**config.mk**
```make
export PLATFORM = sky130hd
export DESIGN_NAME = demux1_2
export DESIGN_NICKNAME = d
export VERILOG_FILES = /design/src/rtl/demux1_2_pkg.sv /design/src/rtl/demux1_2_out_stage.sv /design/src/rtl/demux1_2.sv
export SDC_FILE = /design/constraint.sdc
export NUM_CORES = 1
export LEC_CHECK = 0
export ABC_AREA = 0
export BUFFER_PORTS_ARGS = -buffer_cell sky130_fd_sc_hd__buf_2
export CAP_MARGIN = 0
export CORE_MARGIN = 2
export CORE_UTILIZATION = 50
export CTS_CLUSTER_SIZE = 12
export DETAILED_ROUTE_END_ITERATION = 12
export PLACE_DENSITY_LB_ADDON = 0.2
export SYNTH_ARGS = -nofsm -noshare
export SYNTH_HDL_FRONTEND = slang
export SYNTH_SLANG_ARGS = --single-unit
```
**constraint.sdc**
```tcl
create_clock -name clk -period 2.6 [get_ports clk]
set_input_delay 0.39 -clock clk [delete_from_list [all_inputs] [get_ports clk]]
set_output_delay 0.39 -clock clk [all_outputs]
set_load 0.02 [all_outputs]
```
**src/rtl/demux1_2_pkg.sv**
```systemverilog
// Shared types and constants for the 1-to-2 packet-locked stream demultiplexer.
package demux_pkg;

    // Route FSM: no packet open, or packet open and locked to one output
    typedef enum logic [1:0] {
        IDLE  = 2'd0,
        LOCK0 = 2'd1,
        LOCK1 = 2'd2
    } route_state_t;

    localparam logic CH0 = 1'b0;
    localparam logic CH1 = 1'b1;

    // Lock state that corresponds to a given destination channel
    function automatic route_state_t lock_of(input logic ch);
        return (ch == CH1) ? LOCK1 : LOCK0;
    endfunction

endpackage

```
**src/rtl/demux1_2_out_stage.sv**
```systemverilog
// One-entry registered output slice: holds a single beat until downstream
// takes it, and flags when the beat leaving is the last of its packet.
module out_stage
    import demux_pkg::*;
#(
    parameter int WIDTH = 8
) (
    input  logic             clk,
    input  logic             rst_n,
    input  logic             load,
    input  logic [WIDTH-1:0] d_data,
    input  logic             d_last,
    output logic             valid,
    output logic [WIDTH-1:0] data,
    output logic             last,
    input  logic             ready,
    output logic             rdy,
    output logic             done_pkt
);

    logic             valid_q, valid_d;
    logic [WIDTH-1:0] data_q,  data_d;
    logic             last_q,  last_d;
    logic             drain;

    assign drain    = valid_q & ready;
    assign rdy      = ~valid_q | ready;
    assign done_pkt = drain & last_q;

    assign valid = valid_q;
    assign data  = data_q;
    assign last  = last_q;

    // Next-state: drain clears valid, a load (possibly in the same cycle) refills it
    always_comb begin
        valid_d = valid_q;
        data_d  = data_q;
        last_d  = last_q;
        if (drain) begin
            valid_d = 1'b0;
        end
        if (load) begin
            valid_d = 1'b1;
            data_d  = d_data;
            last_d  = d_last;
        end
    end

    // Slice register; reset discards any held beat
    always_ff @(posedge clk or negedge rst_n) begin
        if (!rst_n) begin
            valid_q <= 1'b0;
            data_q  <= '0;
            last_q  <= 1'b0;
        end else begin
            valid_q <= valid_d;
            data_q  <= data_d;
            last_q  <= last_d;
        end
    end

endmodule

```
**src/rtl/demux1_2.sv**
```systemverilog
// Stream 1-to-2 demultiplexer. The select is sampled on the first beat of a
// packet and held until its last beat, so every packet goes whole to one
// output. Each output has its own register slice, so a stall on one side
// never blocks traffic routed to the other.
module demux1_2
    import demux_pkg::*;
#(
    parameter int WIDTH = 8
) (
    input  logic             clk,
    input  logic             rst_n,
    input  logic [WIDTH-1:0] in_data,
    input  logic             in_sel,
    input  logic             in_last,
    input  logic             in_valid,
    output logic             in_ready,
    output logic [WIDTH-1:0] out0_data,
    output logic             out0_last,
    output logic             out0_valid,
    input  logic             out0_ready,
    output logic [WIDTH-1:0] out1_data,
    output logic             out1_last,
    output logic             out1_valid,
    input  logic             out1_ready,
    output logic [7:0]       pkt0_cnt,
    output logic [7:0]       pkt1_cnt
);

    route_state_t state_q, state_d;
    logic [7:0]   pkt0_q, pkt0_d;
    logic [7:0]   pkt1_q, pkt1_d;

    logic target;
    logic rdy0, rdy1;
    logic accept;
    logic load0, load1;
    logic done0, done1;

    // Target is the live select only between packets; mid-packet it is the lock.
    // in_ready deliberately follows in_sel/outx_ready combinationally.
    always_comb begin
        target = in_sel;
        unique case (state_q)
            IDLE:    target = in_sel;
            LOCK0:   target = CH0;
            LOCK1:   target = CH1;
            default: target = in_sel;
        endcase
    end

    assign in_ready = (target == CH1) ? rdy1 : rdy0;
    assign accept   = in_valid & in_ready;
    assign load0    = accept & (target == CH0);
    assign load1    = accept & (target == CH1);

    out_stage #(.WIDTH(WIDTH)) u_stage0 (
        .clk      (clk),
        .rst_n    (rst_n),
        .load     (load0),
        .d_data   (in_data),
        .d_last   (in_last),
        .valid    (out0_valid),
        .data     (out0_data),
        .last     (out0_last),
        .ready    (out0_ready),
        .rdy      (rdy0),
        .done_pkt (done0)
    );

    out_stage #(.WIDTH(WIDTH)) u_stage1 (
        .clk      (clk),
        .rst_n    (rst_n),
        .load     (load1),
        .d_data   (in_data),
        .d_last   (in_last),
        .valid    (out1_valid),
        .data     (out1_data),
        .last     (out1_last),
        .ready    (out1_ready),
        .rdy      (rdy1),
        .done_pkt (done1)
    );

    // Route FSM next-state: only an accepted beat can open or close a packet
    always_comb begin
        state_d = state_q;
        if (accept) begin
            unique case (state_q)
                IDLE: begin
                    if (!in_last) begin
                        state_d = lock_of(in_sel);
                    end
                end
                LOCK0, LOCK1: begin
                    if (in_last) begin
                        state_d = IDLE;
                    end
                end
                default: state_d = IDLE;
            endcase
        end
    end

    // Delivered-packet counters, wrapping modulo 256
    always_comb begin
        pkt0_d = pkt0_q;
        pkt1_d = pkt1_q;
        if (done0) begin
            pkt0_d = pkt0_q + 8'd1;
        end
        if (done1) begin
            pkt1_d = pkt1_q + 8'd1;
        end
    end

    // State and counter registers; reset drops any open lock
    always_ff @(posedge clk or negedge rst_n) begin
        if (!rst_n) begin
            state_q <= IDLE;
            pkt0_q  <= 8'd0;
            pkt1_q  <= 8'd0;
        end else begin
            state_q <= state_d;
            pkt0_q  <= pkt0_d;
            pkt1_q  <= pkt1_d;
        end
    end

    assign pkt0_cnt = pkt0_q;
    assign pkt1_cnt = pkt1_q;

endmodule

```
==> report_table.html <==
<table>
<tr><th>Metric</th><th>Value</th></tr>
<tr><th colspan="2">Pwr</th></tr>
<tr><td>Power density cells</td><td>1180 nW/um2</td></tr>
<tr><td>Static leakage</td><td>roughly 1.0 nW</td></tr>
<tr><td>Proportion of power drawn by the clock network</td><td>13.7%</td></tr>
<tr><td>Max VDD drop</td><td>~0.64 mV</td></tr>
<tr><td>Cell internal power dissipation</td><td>1.38 mW</td></tr>
<tr><td>Switch share</td><td>roughly two fifths</td></tr>
<tr><td>PnR Total Power</td><td>~2.3 mW</td></tr>
<tr><td>Combinational share of power</td><td>about 43%</td></tr>
<tr><td>Switch Pwr</td><td>around 0.91 mW</td></tr>
<tr><td>Sequential fraction of design power</td><td>a little over two fifths</td></tr>
<tr><th colspan="2">Setup path</th></tr>
<tr><td>Data required time at the worst endpoint</td><td>between 2 and 2.5 ns</td></tr>
<tr><td>FF-to-FF path depth</td><td>6</td></tr>
<tr><td>Biggest fanout along the worst timing path</td><td>3</td></tr>
<tr><td>Data arrival time of the critical path</td><td>between 1.5 and 2 ns</td></tr>
<tr><td>Startpoint type of the worst setup path</td><td>flop</td></tr>
<tr><td>Nature of the critical path endpoint</td><td>output port</td></tr>
<tr><td>FF-to-FF setup slack</td><td>~0.53 ns</td></tr>
<tr><td>Worst setup path class</td><td>reg -&gt; out</td></tr>
<tr><th colspan="2">Placed design</th></tr>
<tr><td>Cells after DPL</td><td>between 200 and 250</td></tr>
<tr><td>Detailed-placement wirelength estimate</td><td>slightly above 2000 um</td></tr>
<tr><td>Final estimated routing congestion in global placement</td><td>between 0.7 and 0.8</td></tr>
<tr><td>Number of port buffers</td><td>51</td></tr>
<tr><th colspan="2">Timing</th></tr>
<tr><td>Portion of the clock cycle consumed by the worst path in the final layout</td><td>just under 90%</td></tr>
<tr><td>Actual slew at the worst max-slew pin</td><td>between 0.8 and 0.9 ns</td></tr>
<tr><td>Worst slew margin relative to its limit</td><td>between 40% and 50%</td></tr>
<tr><td>Clock period minus worst slack</td><td>roughly 2.3 ns</td></tr>
<tr><td>Worst clock skew</td><td>0.00975 ns</td></tr>
<tr><td>Unrepaired setup endpoints after global routing</td><td>no</td></tr>
<tr><td>Highest clock rate</td><td>between 400 and 500 MHz</td></tr>
<tr><td>Setup total negative slack</td><td>0 ns</td></tr>
<tr><td>Number of hold-slack violations in the final timing report</td><td>0</td></tr>
<tr><td>Final setup violation count</td><td>0</td></tr>
<tr><td>Final number of max-transition violations</td><td>0</td></tr>
<tr><th colspan="2">Logic synthesis</th></tr>
<tr><td>Number of instances in the synthesized netlist</td><td>around 120</td></tr>
<tr><td>Area share of xor/xnor cells in the synthesized design</td><td>7.78%</td></tr>
<tr><td>Sequential-to-total area share from yosys stat</td><td>between 60% and 70%</td></tr>
<tr><td>Area share of the largest cell type after synthesis</td><td>between 60% and 70%</td></tr>
<tr><td>Largest area contributor in the synthesized netlist</td><td>sky130_fd_sc_hd__dfrtp_1</td></tr>
<tr><td>Synthesis-stage register bit count</td><td>38</td></tr>
<tr><td>Fraction of the mapped netlist area in compound gates</td><td>less than 1%</td></tr>
<tr><td>Average size of a mapped cell</td><td>approximately 14 um2</td></tr>
<tr><td>Post-Synth Simple-Gate Area</td><td>10.5%</td></tr>
<tr><td>Netlist area before placement</td><td>1580 um2</td></tr>
<tr><td>Adder and majority cell fraction of the synthesized area</td><td>3.18%</td></tr>
<tr><td>Most area-consuming cells after synthesis</td><td>sky130_fd_sc_hd__dfrtp_1, sky130_fd_sc_hd__mux2_2, sky130_fd_sc_hd__xnor2_1</td></tr>
<tr><td>Main combinational cell family by area after synthesis</td><td>multiplexers</td></tr>
<tr><td>Syn Nets</td><td>135</td></tr>
<tr><td>Total number of yosys warnings</td><td>0</td></tr>
<tr><td>Mux cell area share after synthesis</td><td>16.2%</td></tr>
<tr><td>Number of distinct library cells after synthesis</td><td>19</td></tr>
<tr><th colspan="2">Global routing</th></tr>
<tr><td>Number of antenna violations at the first check in global routing</td><td>0</td></tr>
<tr><td>Sum of overflow across all layers after global routing</td><td>0</td></tr>
<tr><td>Total GRT Usage</td><td>~17%</td></tr>
<tr><td>Number of global-route vias before repair</td><td>between 1000 and 1500</td></tr>
<tr><td>First-pass GRT wire length</td><td>~4500 um</td></tr>
<tr><td>Largest net degree at the start of global routing</td><td>39</td></tr>
<tr><th colspan="2">Clock network</th></tr>
<tr><td>Hold_buf cts</td><td>0</td></tr>
<tr><td>Number of buffers added by the clock tree synthesis step</td><td>5</td></tr>
<tr><td>Clock network latency to the later pin of the worst-skew pair</td><td>about 0.34 ns</td></tr>
<tr><td>Number of H-tree levels</td><td>2</td></tr>
<tr><td>Clk sink count</td><td>38</td></tr>
<tr><td>Clk pin slew, worst setup/hold paths</td><td>between 0.1 and 0.15 ns</td></tr>
<tr><td>CTS tree</td><td>built</td></tr>
<tr><td>Buffers inserted by post-CTS timing repair</td><td>0</td></tr>
<tr><td>Clock Path Buffers</td><td>2</td></tr>
<tr><td>Clock root buffer</td><td>sky130_fd_sc_hd__clkbuf_4</td></tr>
<tr><td>Number of cells upsized or downsized after cts</td><td>0</td></tr>
<tr><th colspan="2">Floorplan</th></tr>
<tr><td>Row count</td><td>20</td></tr>
<tr><td>Initial core utilization</td><td>a little over half</td></tr>
<tr><td>Die Outline Area</td><td>around 3600 um2</td></tr>
<tr><td>DIE HEIGHT</td><td>about 60 um</td></tr>
<tr><td>Core region area</td><td>3030 um2</td></tr>
<tr><td>I/O pin total</td><td>between 50 and 60</td></tr>
<tr><td>Width of the die</td><td>60.1 um</td></tr>
<tr><th colspan="2">Cells and area</th></tr>
<tr><td>Layout fillers</td><td>248</td></tr>
<tr><td>Commonest non-fill, non-tap cell in the layout</td><td>sky130_fd_sc_hd__buf_2</td></tr>
<tr><td>Highest-count cells in the layout ignoring fill and taps</td><td>sky130_fd_sc_hd__buf_2, sky130_fd_sc_hd__dfrtp_1, sky130_fd_sc_hd__mux2_2, sky130_fd_sc_hd__xnor2_1, sky130_fd_sc_hd__nand3_1</td></tr>
<tr><td>Antenna diode count</td><td>0</td></tr>
<tr><td>Fraction of layout cells with a size suffix above 1</td><td>between 40 and 50%</td></tr>
<tr><td>Area added between synthesis and finish</td><td>23.4%</td></tr>
<tr><td>Total number of nets in the final design</td><td>192</td></tr>
<tr><td>Number of cells in the finished layout apart from fillers</td><td>between 200 and 250</td></tr>
<tr><th colspan="2">Status</th></tr>
<tr><td>Outcome</td><td>completed</td></tr>
<tr><th colspan="2">Routing</th></tr>
<tr><td>Pre-Repair DR Iteration Count</td><td>2</td></tr>
<tr><td>Sum of routed wire length over all layers</td><td>roughly 2700 um</td></tr>
<tr><td>Initial detailed-routing violation count</td><td>53</td></tr>
<tr><td>Count of unresolved DRC violations after routing</td><td>0</td></tr>
<tr><td>Count of nets left with antenna violations after detail routing</td><td>0</td></tr>
<tr><td>Detailed-route via count</td><td>about 1100</td></tr>
<tr><td>Average wire per standard cell</td><td>around 12 um</td></tr>
<tr><td>Vias per Instance</td><td>~5.0</td></tr>
<tr><th colspan="2">Flow run</th></tr>
<tr><td>Number of violations of the max-capacitance limit</td><td>0</td></tr>
<tr><th colspan="2">Hold path</th></tr>
<tr><td>Worst min-delay path class</td><td>in -&gt; async</td></tr>
</table>
==> routing by layer <==
| metal | global-route usage [%] | part of all wire [%] | vias up |
|---|---|---|---|
| met5 | 0 | 0 | - |
| li1 | - | - | 518 |
| met4 | 10.5 | 2.2 | 0 |
| met2 | 27.8 | 49 | 32 |
| met1 | 20.3 | 43 | 525 |
| met3 | 5.19 | 5.1 | 7 |
==> Yosys cell counts <==
cell / n
sky130_fd_sc_hd__buf_2: 2
sky130_fd_sc_hd__nor3_1: 1
sky130_fd_sc_hd__nand3_1: 9
sky130_fd_sc_hd__nor2_1: 1
sky130_fd_sc_hd__nand2_1: 7
sky130_fd_sc_hd__xor2_1: 3
sky130_fd_sc_hd__a221o_1: 1
sky130_fd_sc_hd__nand4_1: 4
sky130_fd_sc_hd__nor2b_1: 1
sky130_fd_sc_hd__dfrtp_1: 38
sky130_fd_sc_hd__and3_1: 3
sky130_fd_sc_hd__nand2b_1: 3
sky130_fd_sc_hd__inv_1: 3
sky130_fd_sc_hd__and4_1: 1
sky130_fd_sc_hd__nand3b_1: 1
sky130_fd_sc_hd__mux2_2: 20
sky130_fd_sc_hd__xnor2_1: 11
sky130_fd_sc_hd__mux2i_1: 3
sky130_fd_sc_hd__ha_1: 4
==> stage by stage <==
| step | hold WS (ns) | utilization [%] | instance area [um2] | worst slack, ns |
|---|---|---|---|---|
| 5_1_grt | 0.185 | 64.2 | 1940 | 0.201 |
| 3_5_place_dp | 0.458 | 62.2 | 1880 | 0.523 |
| 3_3_place_gp | 0.455 | 62.2 | 1880 | 0.620 |
| 4_1_cts | 0.159 | 64.2 | 1940 | 0.338 |
| 2_1_floorplan | 0.0944 | - | 1580 | 0.889 |
| 6_report | 0.129 | 64.2 | 1940 | 0.341 |
==> power by group through the flow <==
stage / Clock, mW / Combinational, mW / Sequential (mW)
2_1_floorplan: 0 / 0.414 / 1.25
4_1_cts: 0.326 / 1.01 / 0.983
6_report: 0.315 / 0.995 / 0.983
5_1_grt: 0.350 / 1.08 / 1.02
3_3_place_gp: 0 / 0.986 / 0.985
3_5_place_dp: 0 / 1.01 / 0.992
==> final timing paths <==
path	endpoint	from
worst max register to register	state_q[0]	state_q[0]
worst min-delay path	pkt0_cnt[7]	rst_n
max in group asynchronous	u_stage1.data[5]	rst_n
worst min register to register	pkt0_cnt[7]	pkt0_cnt[7]
worst max-delay path	in_ready	state_q[1]
min in group clk	u_stage0.data[4]	in_data[4]
==> layout make-up <==
class	count	area, um2	share of cell area, %
Sequential cell	38	951	48.9
Tap cell	44	55.1	2.83
Clock buffer	7	55.1	2.83
Multi-Input combinational cell	73	603	31.0
Clock inverter	1	5.00	0.258
Timing Repair Buffer	52	263	13.5
Inverter	3	11.3	0.580
==> sequential cells by signal, summed over array words and instances, names as in the netlist <==
signal	cells
pkt0_cnt	8
pkt1_cnt	8
u_stage0.data	8
u_stage1.data	8
state_q	2
u_stage0.last	1
u_stage0.valid	1
u_stage1.last	1
u_stage1.valid	1
==> cells by family (layout without fill, tap and decap cells) <==
group | Yosys count | after routing
DFF | 38 | 38
and+or+nand+nor | 31 | 31
muxes | 23 | 23
xor gates and xnor gates | 14 | 14
buffers and inverters | 5 | 63
adders and majority gates | 4 | 4
AOI/OAI and AO/OA | 1 | 1
==> critical path, stage by stage, from the launching register on <==
cell and delay, ns:
sky130_fd_sc_hd__dfrtp_1 0.37, sky130_fd_sc_hd__inv_1 0.06, sky130_fd_sc_hd__ha_1 0.30, sky130_fd_sc_hd__mux2i_1 0.28
sky130_fd_sc_hd__mux2_2 0.36, sky130_fd_sc_hd__buf_2 0.16
Power figures use the tool's default switching activity.
